<file path="src/rtl/cordic_iter_core.sv">
// Iterative CORDIC core: one micro-rotation per clock on Q3.29 x/y/z.
// Define CORDIC_VECTORING_EN to add the vectoring-mode input port.
module cordic_iter_core #(
    parameter int WIDTH = 32,
    parameter int ITER  = 16
) (
    input  logic             clk,
    input  logic             rst,
    input  logic             start,
`ifdef CORDIC_VECTORING_EN
    input  logic             mode,
`endif
    input  logic [WIDTH-1:0] x_in,
    input  logic [WIDTH-1:0] y_in,
    input  logic [WIDTH-1:0] z_in,
    output logic             busy,
    output logic             done,
    output logic [WIDTH-1:0] x_out,
    output logic [WIDTH-1:0] y_out,
    output logic [WIDTH-1:0] z_out
);

    typedef enum logic [1:0] {IDLE, RUN, DONE} state_t;
    localparam logic [4:0] LAST = 5'(ITER - 1);

    state_t state, state_nx;
    logic [4:0] cnt, cnt_nx, idx;
    logic ld, step, fin, first, neg;
    logic signed [WIDTH-1:0] x_r, y_r, z_r;
    logic signed [WIDTH-1:0] x_a, y_a, z_a;
    logic signed [WIDTH-1:0] x_sh, y_sh, atan_i;
    logic signed [WIDTH-1:0] x_it, y_it, z_it;

    // round(atan(2^-i) * 2^29); from i=10 on this is exactly 2^(29-i)
    function automatic logic [31:0] atan_rom(input logic [4:0] i);
        logic [31:0] v;
        unique case (i)
            5'd0:    v = 32'h1921FB54;
            5'd1:    v = 32'h0ED63383;
            5'd2:    v = 32'h07D6DD7E;
            5'd3:    v = 32'h03FAB753;
            5'd4:    v = 32'h01FF55BB;
            5'd5:    v = 32'h00FFEAAE;
            5'd6:    v = 32'h007FFD55;
            5'd7:    v = 32'h003FFFAB;
            5'd8:    v = 32'h001FFFF5;
            5'd9:    v = 32'h000FFFFF;
            default: v = (i < 5'd30) ? (32'h1 << (5'd29 - i)) : 32'h0;
        endcase
        return v;
    endfunction

    // Back-to-back starts run iteration 0 straight off the inputs.
    assign first  = (state != RUN);
    assign idx    = first ? 5'd0 : cnt;
    assign x_a    = first ? x_in : x_r;
    assign y_a    = first ? y_in : y_r;
    assign z_a    = first ? z_in : z_r;
    assign x_sh   = x_a >>> idx;
    assign y_sh   = y_a >>> idx;
    assign atan_i = WIDTH'(atan_rom(idx));

`ifdef CORDIC_VECTORING_EN
    logic vec_r, vec_a;
    assign vec_a = first ? mode : vec_r;
    assign neg   = vec_a ? ~y_a[WIDTH-1] : z_a[WIDTH-1];

    always_ff @(posedge clk or posedge rst) begin
        if (rst)
            vec_r <= 1'b0;
        else if (ld || (step && first))
            vec_r <= mode;
    end
`else
    assign neg = z_a[WIDTH-1];
`endif

    assign x_it = neg ? x_a + y_sh   : x_a - y_sh;
    assign y_it = neg ? y_a - x_sh   : y_a + x_sh;
    assign z_it = neg ? z_a + atan_i : z_a - atan_i;

    always_comb begin
        state_nx = state;
        cnt_nx   = cnt;
        ld       = 1'b0;
        step     = 1'b0;
        fin      = 1'b0;
        unique case (state)
            IDLE: begin
                if (start) begin
                    ld       = 1'b1;
                    cnt_nx   = 5'd0;
                    state_nx = RUN;
                end
            end
            RUN: begin
                step   = 1'b1;
                cnt_nx = cnt + 5'd1;
                if (cnt == LAST) begin
                    fin      = 1'b1;
                    state_nx = DONE;
                end
            end
            DONE: begin
                state_nx = IDLE;
                if (start) begin
                    step   = 1'b1;
                    cnt_nx = 5'd1;
                    if (LAST == 5'd0) begin
                        fin      = 1'b1;
                        state_nx = DONE;
                    end else begin
                        state_nx = RUN;
                    end
                end
            end
            default: state_nx = IDLE;
        endcase
        busy = (state == RUN);
        done = (state == DONE);
    end

    always_ff @(posedge clk or posedge rst) begin
        if (rst) begin
            state <= IDLE;
            cnt   <= '0;
            x_r   <= '0;
            y_r   <= '0;
            z_r   <= '0;
            x_out <= '0;
            y_out <= '0;
            z_out <= '0;
        end else begin
            state <= state_nx;
            cnt   <= cnt_nx;
            if (ld) begin
                x_r <= x_in;
                y_r <= y_in;
                z_r <= z_in;
            end else if (step) begin
                x_r <= x_it;
                y_r <= y_it;
                z_r <= z_it;
            end
            if (fin) begin
                x_out <= x_it;
                y_out <= y_it;
                z_out <= z_it;
            end
        end
    end

endmodule

</file>
<file path="config.mk">
export PLATFORM = sky130hd
export DESIGN_NAME = cordic_iter_core
export DESIGN_NICKNAME = d
export VERILOG_FILES = /design/src/rtl/cordic_iter_core.sv
export SDC_FILE = /design/constraint.sdc
export NUM_CORES = 1
export LEC_CHECK = 0
export CORE_ASPECT_RATIO = 1.75
export CORE_MARGIN = 2
export CORE_UTILIZATION = 35
export CTS_CLUSTER_SIZE = 16
export DETAILED_ROUTE_END_ITERATION = 8
export HOLD_SLACK_MARGIN = 0.15
export MAX_ROUTING_LAYER = met4
export PLACE_DENSITY = 0.63
export SETUP_SLACK_MARGIN = 0.3
export SLEW_MARGIN = 20
export SYNTH_ARGS = -nofsm -noshare
export SYNTH_HDL_FRONTEND = slang
export SYNTH_SLANG_ARGS = --single-unit
</file>
<file path="constraint.sdc">
create_clock -name clk -period 9.7 [get_ports clk]
set_clock_uncertainty 0.1 [all_clocks]
set_input_delay 1.94 -clock clk [delete_from_list [all_inputs] [get_ports clk]]
set_output_delay 1.94 -clock clk [all_outputs]
set_load 0.01 [all_outputs]
</file>
==> metrics <==
Skew-Pair Late Insertion Delay=0.50 ns; clock buffer depth=2; synthesis-to-finish area growth=16.6%; most common cell in the netlist=nand2_1; Die Y=331 um; unrepaired setup endpoints after global routing=no; Tcrit/Tclk final=86.4%; Sum Neg Setup Slack=0 ns; # setup viols final=0; filler instances=6209; initial cell density of the core=35.5%; clock tree from TritonCTS=yes; Vias/cell=6.17; YS warnings=0; largest cells by area after synthesis=dfrtp_1 23%, mux2_2 8.1%, nand2_1 6.5%; DIE WIDTH=191 um; crit path max-delay cell type=buf_4; CTS Buf Count=17; IO buf count=196; final WL=102000 um; CP peak stage delay=0.78 ns; Final ANT Viol Nets=0; CTS clk-pin slew, worst paths=0.09 ns; CP required=9.99 ns; Core ar.=60200 sq um; leakage=10.2 nW; Nets=3010; WS Path Type=reg2reg; endpoint type of the worst setup path=flip-flop; minimum clock period after layout=8.38 ns; Residual DRC=0; Root Buffer=clkbuf_16; run status=completed; syn_nets=2881; total track usage=33.0%; DRT iter0 DRCs=1882; layout cell share with drive strength beyond 1=12.7%; top_reg_cell synth=dfrtp_1; ranking of synthesized cells by instance count=371 x nand2_1, 224 x nor2_1, 199 x dfrtp_1; DIE AREA=63000 sq um; number of synthesized register bits=199; Syn Area/Cell=7.99 sq um; top cell type's share of synthesized area=23.4%; post-detail-place hpwl=79800 um; first-pass GRT wire length=147000 um; FP Rows=119; total vias in the final route=22211; Max-Cap Viols=0; gp weighted congestion=1.01; cell taking the most area after synthesis=dfrtp_1; # H-tree levels=4; Worst Hold Class=reg2reg; Synth Instances=2669; power density of the placed cells=424 nW/um^2; Unique masters post-synth=100; number of I/O pins=197; fin area=24900 sq um; Fin. Hold Viols=0; drt pass-1 iters=8; Placed Instance Area=24300 sq um; Bufs and invs on worst path=3; mapped cell area=21300 sq um; Seq/Total Area, Yosys=23.4%; vias in the first global route=22154; Async SR Flop Fraction=100%; total gr overflow=0; worst hold slack=0.383 ns; relative max-transition margin=14.6%; startpoint types=flip-flop; setup bufs post-CTS=0; peak supply drop=0.245 mV; largest net degree at the start of global routing=102; Post-CTS Resized=0; cell family with most CP delay=compound AO/OA/AOI/OAI gates; Slew @ Worst Pin=1.27 ns; WL/cell=28.4 um; Post-CTS Hold Buffers=0; clock sinks=199; Arr. time, crit path=8.68 ns; fmax=119 MHz; max-slew violations=0; Post-synth EDFFs=0; CP Max Fanout=68; initial antenna violation count=3
logic make-up after synthesis:
group	synth area share, %
buf+inv	4.48
compound gates	25.3
fa+ha+maj	6.74
simple gates	18.9
flops	23.4
xor+xnor	6.90
mux	14.4
per-layer routing:
metal,part of all wire [%],global-route usage (%)
met3,5.2,3.96
met4,7.5,22.2
met2,52,58.5
met5,0,-
met1,36,34.0
path summary, 6_finish.rpt:
check                          from   endpoint  slack (ns)  depth (start not counted)
max reg2reg                state[1]  z_out[30]        1.32                         25
min                        x_out[4]   x_out[4]        0.38                          2
max                        state[1]  z_out[30]        1.32                         25
min in group asynchronous       rst  y_out[19]        1.89                          2
min reg2reg                x_out[4]   x_out[4]        0.38                          2
max in group asynchronous       rst     cnt[1]        6.25                          3
where the power goes:
part | switching [mW] | internal [mW]
Sequential | 0.319 | 1.12
Clock | 0.399 | 0.376
Combinational | 5.11 | 3.21
Total | 5.83 | 4.71
area by class of cell:
type	count	area [sq um]	area share, %
antenna	3	7.51	0.0302
tap	786	983	3.96
clock inverter	13	131	0.529
sequential	199	4990	20.1
inverter	43	169	0.680
multi-input combinational	2250	15500	62.3
timing repair buffer	287	2650	10.6
clock buffer	19	453	1.82
stage by stage:
step	setup slack, ns	instances	power [mW]	utilization [%]
3_5_place_dp	1.08	3565	9.61	40.3
4_1_cts	1.42	3597	10.4	41.3
2_1_floorplan	2.23	2669	6.90	-
6_report	1.32	3600	10.5	41.3
3_3_place_gp	1.26	3565	9.49	40.3
5_1_grt	0.926	3599	11.3	41.3
state kept, by name, summed over array words and instances, names as in the netlist:
name and count:
z_out 32, x_r 32, x_out 32, cnt 5
state 2, y_out 32, y_r 32, z_r 32
cells in the final DEF, fill, tap and decap left out, drive strengths merged, types with 51 or more instances in the layout:
master / count
o21ai: 204
mux2: 163
nand2: 372
a21oi: 184
mux2i: 70
a21o: 59
dfrtp: 199
buf: 91
a31oi: 91
clkdlybuf4s50: 196
nor2: 225
nand2b: 53
nand3: 51
xnor2: 100
ha: 110
xor2: 68
worst reg2reg max path, stage by stage, from the launching register on:
cell	delay, ns
dfrtp_1	0.45
inv_1	0.21
ha_4	0.62
buf_4	0.80
buf_4	0.50
o31a_1	0.35
nor3_1	0.12
or2_2	0.37
nor3_1	0.38
ha_1	0.29
nand3_1	0.13
or3_1	0.52
o21ai_0	0.25
xor2_1	0.11
ha_1	0.24
a21o_1	0.17
a21o_1	0.19
a21o_1	0.20
a211o_1	0.34
and3_1	0.18
nor2_1	0.26
o21ai_0	0.18
o41ai_1	0.56
o21ai_0	0.25
xor2_1	0.22
mux2_2	0.28
Note: power is estimated with default switching activity, not from simulation.
